<file path="config.mk">
export PLATFORM = sky130hd
export DESIGN_NAME = video_pattern_src
export DESIGN_NICKNAME = d
export VERILOG_FILES = /design/src/rtl/video_pkg.sv /design/src/rtl/video_pattern_pix.sv /design/src/rtl/video_pattern_src.sv
export SDC_FILE = /design/constraint.sdc
export NUM_CORES = 1
export LEC_CHECK = 0
export CORE_ASPECT_RATIO = 0.7
export CORE_MARGIN = 4
export CORE_UTILIZATION = 63
export CTS_CLUSTER_DIAMETER = 50
export CTS_CLUSTER_SIZE = 8
export DETAILED_ROUTE_END_ITERATION = 6
export GPL_TIMING_DRIVEN = 0
export MAX_ROUTING_LAYER = met4
export PLACE_DENSITY = 0.92
export SKIP_CTS_REPAIR_TIMING = 1
export SLEW_MARGIN = 20
export SYNTH_ARGS = -nofsm -noshare
export SYNTH_HDL_FRONTEND = slang
export SYNTH_SLANG_ARGS = --single-unit
</file>
<file path="constraint.sdc">
create_clock -name clk -period 10.4 [get_ports clk]
set_clock_uncertainty 0.1 [all_clocks]
set_input_delay 1.04 -clock clk [delete_from_list [all_inputs] [get_ports clk]]
set_output_delay 1.04 -clock clk [all_outputs]
set_load 0.02 [all_outputs]
</file>
<file path="src/rtl/video_pkg.sv">
// Shared types for the video pattern source.
package video_pkg;

  localparam int unsigned PAT_W = 2;
  localparam int unsigned GAP_W = 4;

  typedef enum logic [PAT_W-1:0] {DIAG, HRAMP, VRAMP, CHECK} pattern_t;

  typedef enum logic [1:0] {IDLE, ACTIVE, LGAP, FGAP} vps_state_t;

endpackage

</file>
<file path="src/rtl/video_pattern_pix.sv">
// Combinational pixel generator: maps (pattern, x, y) to a pixel value.
module video_pattern_pix
  import video_pkg::*;
#(
  parameter int unsigned PIXEL_WIDTH = 8,
  parameter int unsigned DIM_WIDTH   = 16
) (
  input  logic [PAT_W-1:0]       pattern_i,
  input  logic [DIM_WIDTH-1:0]   x_i,
  input  logic [DIM_WIDTH-1:0]   y_i,
  output logic [PIXEL_WIDTH-1:0] pix_c
);

  logic [DIM_WIDTH-1:0] sum;

  // Pattern select; the diagonal wraps naturally through truncation.
  always_comb begin
    sum   = x_i + y_i;
    pix_c = '0;
    case (pattern_t'(pattern_i))
      DIAG:    pix_c = PIXEL_WIDTH'(sum);
      HRAMP:   pix_c = PIXEL_WIDTH'(x_i);
      VRAMP:   pix_c = PIXEL_WIDTH'(y_i);
      CHECK:   pix_c = {PIXEL_WIDTH{x_i[3] ^ y_i[3]}};
      default: pix_c = '0;
    endcase
  end

endmodule

</file>
<file path="src/rtl/video_pattern_src.sv">
// Test-pattern video source producing pulse-sync de/hs/vs pixel streams.
module video_pattern_src
  import video_pkg::*;
#(
  parameter int unsigned PIXEL_WIDTH = 8,
  parameter int unsigned DIM_WIDTH   = 16
) (
  input  logic                   clk,
  input  logic                   rst_n,
  input  logic                   en,
  input  logic [DIM_WIDTH-1:0]   img_w,
  input  logic [DIM_WIDTH-1:0]   img_h,
  input  logic [PAT_W-1:0]       pattern,
  input  logic [GAP_W-1:0]       de_gap,
  input  logic [DIM_WIDTH-1:0]   line_gap,
  input  logic [DIM_WIDTH-1:0]   frame_gap,
  output logic [PIXEL_WIDTH-1:0] do_o,
  output logic                   de_o,
  output logic                   hs_o,
  output logic                   vs_o,
  output logic                   busy_o,
  output logic                   frame_done_o
);

  vps_state_t           state_q, state_d;
  logic [DIM_WIDTH-1:0] x_q, x_d, y_q, y_d;
  logic [GAP_W-1:0]     sc_q, sc_d;
  logic [DIM_WIDTH-1:0] gc_q, gc_d;
  logic [DIM_WIDTH-1:0] w_q, h_q, lg_q, fg_q;
  logic [GAP_W-1:0]     dg_q;
  pattern_t             pat_q;
  logic                 fend_q, fend_d;
  logic                 decide, cfg_ld, start_ok, pix_de;
  logic [PIXEL_WIDTH-1:0] pix;

  assign start_ok = en && (img_w != '0) && (img_h != '0);
  assign pix_de   = (state_q == ACTIVE) && (sc_q == '0);

  video_pattern_pix #(
    .PIXEL_WIDTH(PIXEL_WIDTH),
    .DIM_WIDTH  (DIM_WIDTH)
  ) u_pix (
    .pattern_i(pat_q),
    .x_i      (x_q),
    .y_i      (y_q),
    .pix_c    (pix)
  );

  // Next-state: pixel slots, line/frame gaps and the frame-start decision.
  always_comb begin
    state_d = state_q;
    x_d     = x_q;
    y_d     = y_q;
    sc_d    = sc_q;
    gc_d    = gc_q;
    fend_d  = 1'b0;
    decide  = 1'b0;
    cfg_ld  = 1'b0;
    case (state_q)
      IDLE: decide = 1'b1;
      ACTIVE: begin
        if (sc_q != dg_q) begin
          sc_d = sc_q + GAP_W'(1);
        end else begin
          sc_d = '0;
          if (x_q != w_q - DIM_WIDTH'(1)) begin
            x_d = x_q + DIM_WIDTH'(1);
          end else begin
            x_d = '0;
            if (y_q != h_q - DIM_WIDTH'(1)) begin
              y_d = y_q + DIM_WIDTH'(1);
              if (lg_q != '0) begin
                state_d = LGAP;
                gc_d    = lg_q - DIM_WIDTH'(1);
              end
            end else begin
              fend_d = 1'b1;
              if (fg_q == '0) begin
                decide = 1'b1;
              end else begin
                state_d = FGAP;
                gc_d    = fg_q - DIM_WIDTH'(1);
              end
            end
          end
        end
      end
      LGAP: begin
        if (gc_q == '0) state_d = ACTIVE;
        else            gc_d    = gc_q - DIM_WIDTH'(1);
      end
      FGAP: begin
        if (gc_q == '0) decide = 1'b1;
        else            gc_d   = gc_q - DIM_WIDTH'(1);
      end
      default: state_d = IDLE;
    endcase
    // Shared by IDLE and frame end: start a fresh frame or go idle.
    if (decide) begin
      if (start_ok) begin
        cfg_ld  = 1'b1;
        state_d = ACTIVE;
        x_d     = '0;
        y_d     = '0;
        sc_d    = '0;
      end else begin
        state_d = IDLE;
      end
    end
  end

  // State, counters and shadow configuration.
  always_ff @(posedge clk or negedge rst_n) begin
    if (!rst_n) begin
      state_q <= IDLE;
      x_q     <= '0;
      y_q     <= '0;
      sc_q    <= '0;
      gc_q    <= '0;
      fend_q  <= 1'b0;
      w_q     <= '0;
      h_q     <= '0;
      lg_q    <= '0;
      fg_q    <= '0;
      dg_q    <= '0;
      pat_q   <= DIAG;
    end else begin
      state_q <= state_d;
      x_q     <= x_d;
      y_q     <= y_d;
      sc_q    <= sc_d;
      gc_q    <= gc_d;
      fend_q  <= fend_d;
      if (cfg_ld) begin
        w_q   <= img_w;
        h_q   <= img_h;
        lg_q  <= line_gap;
        fg_q  <= frame_gap;
        dg_q  <= de_gap;
        pat_q <= pattern_t'(pattern);
      end
    end
  end

  // Registered video outputs; pixel data holds between valid cycles.
  always_ff @(posedge clk or negedge rst_n) begin
    if (!rst_n) begin
      do_o         <= '0;
      de_o         <= 1'b0;
      hs_o         <= 1'b0;
      vs_o         <= 1'b0;
      busy_o       <= 1'b0;
      frame_done_o <= 1'b0;
    end else begin
      if (pix_de) do_o <= pix;
      de_o         <= pix_de;
      hs_o         <= pix_de && (x_q == '0);
      vs_o         <= pix_de && (x_q == '0) && (y_q == '0);
      busy_o       <= (state_d != IDLE);
      frame_done_o <= fend_q;
    end
  end

endmodule

</file>
======== Yosys cells after proc, flatten, opt, wreduce, memory -nomap -nowiden ========
Cells that the tools add are included.
W data, S select, Z words.
cells by class
  equal/unequal tests ..................... 14
  add/sub/neg operators ................... 9
  mux-type cells .......................... 44
  reductions and logical operators ........ 19
  bitwise logic cells ..................... 1
operators by type and width
  operator                 number
  $mux W16                 17
  $sub A16 B1 Y16 const B  5
  $logic_not A16 Y1        4
  $reduce_bool A16 Y1      3
  $add A16 B1 Y16 const B  2
  $ne A16 B16 Y1           2
  $pmux W16 S2             1
  $pmux W8 S4              1
  $mux W4                  4
  $mux W2                  7
  $mux W1                  12
  $add A8 B8 Y8            1
  $eq A2 B2 Y1 const B     4
  $ne A2 B2 Y1 const B     3
  $reduce_and A6 Y1        1
  $logic_and A1 B1 Y1      5
  $add A4 B1 Y4 const B    1
  $eq A2 B1 Y1 const B     2
  $logic_not A2 Y1         2
  $logic_not A4 Y1         1
  $ne A4 B4 Y1             1
  $pmux W2 S2              1
  $reduce_bool A2 Y1       2
  $ne A3 B2 Y1 const B     1
  4 further kinds          4
storage, ports and cells
  logic and storage cells ................. 105
  output and inout bits ................... 13
  bits in registers ....................... 138
  bits of input ports ..................... 73

======== Longest topological paths before layout ========
  word-level depth ........................ 8
  depth in mapped cells ................... 18
  depth with buffers taken out ............ 13

======== By module ========
From an unflattened synthesis, not the netlist that was laid out.
unflattened totals
  cells, all modules ...................... 878
  area, all modules ....................... 8697.1 um^2
by module, submodules not included
  module             times used  sequential area each (um^2)  area each (um^2)  cells an instance
  video_pattern_src  1           3453.3                       8162.8            816
  video_pattern_pix  1           0.0                          534.3             62

======== Worst setup path after synthesis ========
Ideal clock, no wire load.
  kind .................................... reg2reg
  from .................................... reg w_q[0]
  to ...................................... reg fg_q[11]
  period minus slack after synthesis ...... 4143 ps
  library setup time ...................... 127 ps
  path slack .............................. 6257 ps
  path buffers ............................ 5
  data arrival time ....................... 3915 ps
  cell stages (with the launch flop) ...... 17
  required time ........................... 10173 ps
  cells stage by stage .................... dfrtp_1 inv_1 ha_1 or4b_1 buf_2 or4_1 a211oi_2 o21ai_1 or3_1 buf_2 or2_1 o31ai_4 and4_1 buf_4 buf_12 buf_8 mux2_1
between the ends
  word-level cells in the longest chain between the ends .. 6
RTL lines
  element                 line                      text
  from (decl)             video_pattern_src.sv:29   logic [DIM_WIDTH-1:0] w_q, h_q, lg_q, fg_q;
  from (signal assigned)  video_pattern_src.sv:135  w_q <= img_w;
  $sub A16 B1 Y16         video_pattern_src.sv:66   if (x_q != w_q - DIM_WIDTH'(1)) begin
  $ne A16 B16 Y1          video_pattern_src.sv:66
  $mux W1                 video_pattern_src.sv:66
  $mux W1                 video_pattern_src.sv:62   if (sc_q != dg_q) begin
  $pmux W1 S3             video_pattern_src.sv:59   case (state_q)
  $mux W1                 video_pattern_src.sv:99   if (decide) begin
  to (signal assigned)    video_pattern_src.sv:138  fg_q <= frame_gap;
  to (decl)               video_pattern_src.sv:29
No other way between the ends.
A chain may end at the register's enable or synchronous reset.

======== Worst setup path in the final report ========
  from .................................... reg h_q[0]
  to ...................................... reg gc_q[15]
between the ends
  word-level cells in the longest chain between the ends .. 6
  elaborated cells between the ends (all ways) .. 9
  classes of those cells .................. add/sub (1); eq/ne (3); mux (4); reduce/logical (1)
RTL lines
  element                 line                      text
  from (decl)             video_pattern_src.sv:29
  from (signal assigned)  video_pattern_src.sv:136  h_q <= img_h;
  $sub A16 B1 Y16 (*)     video_pattern_src.sv:70   if (y_q != h_q - DIM_WIDTH'(1)) begin
  $ne A16 B16 Y1 (*)      video_pattern_src.sv:70
  $mux W16                video_pattern_src.sv:70
  $mux W16                video_pattern_src.sv:66
  $mux W16                video_pattern_src.sv:62
  $pmux W16 S2            video_pattern_src.sv:59
  to (signal assigned)    video_pattern_src.sv:132  gc_q <= gc_d;
  to (decl)               video_pattern_src.sv:28   logic [DIM_WIDTH-1:0] gc_q, gc_d;
Mark *: on every way between the ends. The rest lies on a longest branch, timed or not. The select of a mux whose other input is x is not followed.

==> summary.md <==
| Metric | Value |
|---|---|
| Result of the run | finished clean |
| Final standard cell utilization of the core | 0.7737 |
| Req. time, crit path | 10.64 ns |
| Startpoint of the lowest-slack register-to-register path | h_q[0]$_DFFE_PN0P_ |
| Clock power share | 0.498 |
| Series of cell instances along the critical path | buf_2 -> inv_1 -> ha_1 -> nor3b_1 -> nand2_1 -> nor4_1 -> nor2_1 -> buf_2 -> o41ai_1 -> o211ai_1 -> a211oi_2 -> and4bb_1 -> nor4b_2 -> o21bai_1 -> a211oi_2 |
| Clock Root Buffer | sky130_fd_sc_hd__clkbuf_16 |
| Final setup violation count | 0 |
| Boundary pin count | 86 |
| Standby leakage power | roughly 0.0045 µW |
| Hold Fails Final Rpt | 0 |
| Fraction of final layout cells sized beyond drive strength 1 | 0.1113 |
| Sequential power share | 0.464 |
| Critical-path top delay cell | sky130_fd_sc_hd__nor4_1 |
| Clk buf depth | 2 |
| PortBufs | 85 |
| Vias after detailed routing | 7,631 |
| Total count of max-transition violations in the final report | 0 |
| Post-synthesis instance area | about 8600 µm² |
| Register Area | about 3500 µm² |
| R2R setup slack | 5.31 ns |
| CTS clk-pin slew, worst paths | roughly 0.06 ns |
| FFs w/ async S/R, synth | 1.000 |
| Drt pass-1 iters | 5 |
| Initial antenna violation count | 0 |
| Worst voltage drop across the vdd grid | between 0.1 and 0.15 mV |
| Maximum fanout encountered on the critical timing path | 10 |
| Layout overhead on the synthesized area | 19.38% |
| Sequential element share of the synthesized area | 0.4016 |
| Num CTS Buffers | 17 |
| First-pass GRT wire length | 38,980 µm |
| WP data arrival | around 5.3 ns |
| Crit path capture | gc_q[15]$_DFFE_PN0P_ |
| Total cell area at the placement stage | between 9000 and 10,000 µm² |
| Period minus WS final | 5.088 ns |
| Met1 track demand over resource | 0.4610 |
| Classification of the worst setup path | reg2reg |
| Total power divided by cell area | 112.8 nW/µm² |
| Max-Cap Viols | 0 |
| Synth warnings | 0 |
| Net total in the final layout | about 1,100 |
| Setup crit start kind | flop |
| Chip Width | 147.6 µm |
| Worst setup path start | h_q[0]$_DFFE_PN0P_ |
| Internal Pwr Total | 891.7 µW |
| GRT Util Overall | 0.3266 |
| Met3 Usage GRT | 0.09540 |
| Post-Synthesis Net Count | 972 |
| Vias in the first global route | 7,334 |
| Leftover overflow at the end of global routing | 0 |
| Top_reg_cell synth | sky130_fd_sc_hd__dfrtp_1 |
| Synth Area per Inst | 9.783 µm² |
| Switching share of power | 0.2300 |
| Global routing met2 resource utilization | 0.4583 |
| Final routed DRC violation total | 0 |
| Type of the most critical hold path | reg2reg |
| Maximum clock rate | 196.6 MHz |
| Vias per cell | ~6.5 |
| Relative slew margins | 0.3296 |
| Sink Count | 138 |
| Clock latency on the worst-skew pair | roughly 0.43 ns |
| Aggregate negative setup slack | 0 ns |
| Starting density of the core | 0.6481 |
| Maximum number of pins on one net before global-route repair | between 100 and 150 |
| Top Usage Layer GRT | met1 |
| Combined area of the multi-input logic cells | 4732 µm² |
| Worst hold slack | 0.2647 ns |
| Transition time of the tightest slew-check pin | approximately 1.0 ns |
| EDFF count, synth | 0 |
| Antenna Violating Nets Remaining | 0 |
| Capturing element type of the critical path | flop |
| CTS tree | yes |
| Part of the power in combinational logic | 0.038 |
| DRC marker count from the first detailed-route iteration | 864 |
| H-tree levels | 4 |
| R2R cell count | 15 |
| Final period util | 0.4892 |
| Total die area | about 16,000 µm² |
| Row Count | 35 |
| Unrepaired setup endpoints after global routing | no |
| Placed wire-length estimate after detailed placement | 17,690 µm |
| Switch Pwr | ~270 µW |
| Wire length per cell after detailed routing | between 20 and 25 µm |
| Slowest stage delay, CP | just over 0.8 ns |
| Placeable Area | 13,270 µm² |
| Flip-flop and latch count after synthesis | 138 |
| Filler Cells Inserted | 870 |
| Post-synthesis cell count | 879 |
| Weighted congestion at the end of routability-driven global placement | 0.9858 |
| Antenna diode count | 0 |
| Post-layout instance area | 10,270 µm² |
| Unique masters post-synth | 71 |
| Final wirelength | 24,340 µm |
| Die height | 105.8 µm |
| Reg2reg end | gc_q[15]$_DFFE_PN0P_ |
-- cells by family (layout without fill, tap and decap cells) --
kind of cell / Yosys count / in the layout / share of synthesized area
simple gates: 330 / 330 / 0.2024
mux: 79 / 79 / 0.1096
fa+ha+maj: 20 / 20 / 0.02997
compound gates: 144 / 144 / 0.1177
buf+inv: 79 / 197 / 0.04816
flops: 138 / 138 / 0.4016
xor+xnor: 89 / 89 / 0.09064
-- sequential cells by signal (all words and copies together) (netlist names) --
signal,flops
sc_q,4
h_q,16
frame_done_o,1
state_q,2
hs_o,1
vs_o,1
do_o,8
busy_o,1
lg_q,16
w_q,16
pat_q,2
x_q,16
gc_q,16
y_q,16
fg_q,16
fend_q,1
de_o,1
dg_q,4
-- cell usage after synthesis, drive strengths merged, types with 10 or more instances --
cell    count  area share
a21oi      20       0.012
a31oi      10      0.0073
buf        24       0.024
clkbuf     24       0.010
dfrtp     138        0.40
ha         19       0.028
inv        31       0.014
mux2       71       0.093
nand2      66       0.029
nand3      24       0.014
nand4      18       0.013
nor2       80       0.035
nor3       23       0.013
nor4       44       0.034
o21ai      50       0.029
or4        11      0.0096
xnor2      52       0.053
xor2       37       0.038
-- critical path: cells and delay by family, from the launching register on --
kind / cells / cell delay, ns
flip-flops: 1 / 0.36
buffers and inverters: 3 / 0.50
adder cells (fa/ha/maj): 1 / 0.28
AND/OR/NAND/NOR: 6 / 2.09
AO/OA/AOI/OAI: 5 / 1.65
-- cell type report --
class                      instances  area share
inverter                          31     0.01133
buffer                            48     0.02901
tap                              185     0.02255
clock inverter                    14     0.01194
multi-input combinational        662      0.4609
timing repair buffer              86     0.08605
sequential                       138      0.3364
clock buffer                      18     0.04180
-- routing by layer --
metal,vias to the layer above,wire [µm]
li1,3418,-
met3,57,2870
met1,3701,10530
met5,-,0
met4,0,525
met2,455,10420
-- through the flow --
stage | std cells | power (µW) | worst slack [ns]
6_report | 1182 | 1158 | 5.312
5_1_grt | 1182 | 1186 | 5.048
4_1_cts | 1182 | 1159 | 5.512
3_5_place_dp | 1150 | 590.8 | 5.572
3_3_place_gp | 1149 | 588.9 | 2.804
2_1_floorplan | 879 | 547.7 | 6.257
-- cells in the final DEF (no fill, tap or decap), types with 23 or more instances in the layout --
master / instances
sky130_fd_sc_hd__nand2_1: 66
sky130_fd_sc_hd__nor2_1: 80
sky130_fd_sc_hd__nand3_1: 24
sky130_fd_sc_hd__clkdlybuf4s50_1: 84
sky130_fd_sc_hd__nor4_1: 43
sky130_fd_sc_hd__o21ai_0: 41
sky130_fd_sc_hd__inv_1: 31
sky130_fd_sc_hd__mux2_2: 31
sky130_fd_sc_hd__xor2_1: 37
sky130_fd_sc_hd__dfrtp_1: 138
sky130_fd_sc_hd__nor3_1: 23
sky130_fd_sc_hd__clkbuf_1: 25
sky130_fd_sc_hd__mux2_1: 40
sky130_fd_sc_hd__xnor2_1: 52
-- power groups by stage --
stage               sequential, µW  clock (µW)  combinational (µW)
floorplan                      547           0               0.813
global placement               547           0                41.8
detailed placement             547           0                44.1
CTS                            537         578                44.4
global route                   537         602                47.3
finish                         537         577                43.9
-- worst min-delay path by stage --
stage / depth (start not counted) / end / start
after floorplan: 0 / frame_done_o$_DFF_PN0_ / fend_q$_DFF_PN0_
after global placement: 0 / frame_done_o$_DFF_PN0_ / fend_q$_DFF_PN0_
after detailed placement: 0 / frame_done_o$_DFF_PN0_ / fend_q$_DFF_PN0_
after CTS: 0 / frame_done_o$_DFF_PN0_ / fend_q$_DFF_PN0_
after global routing: 0 / frame_done_o$_DFF_PN0_ / fend_q$_DFF_PN0_
final: 0 / frame_done_o$_DFF_PN0_ / fend_q$_DFF_PN0_
Power figures use the tool's default switching activity.
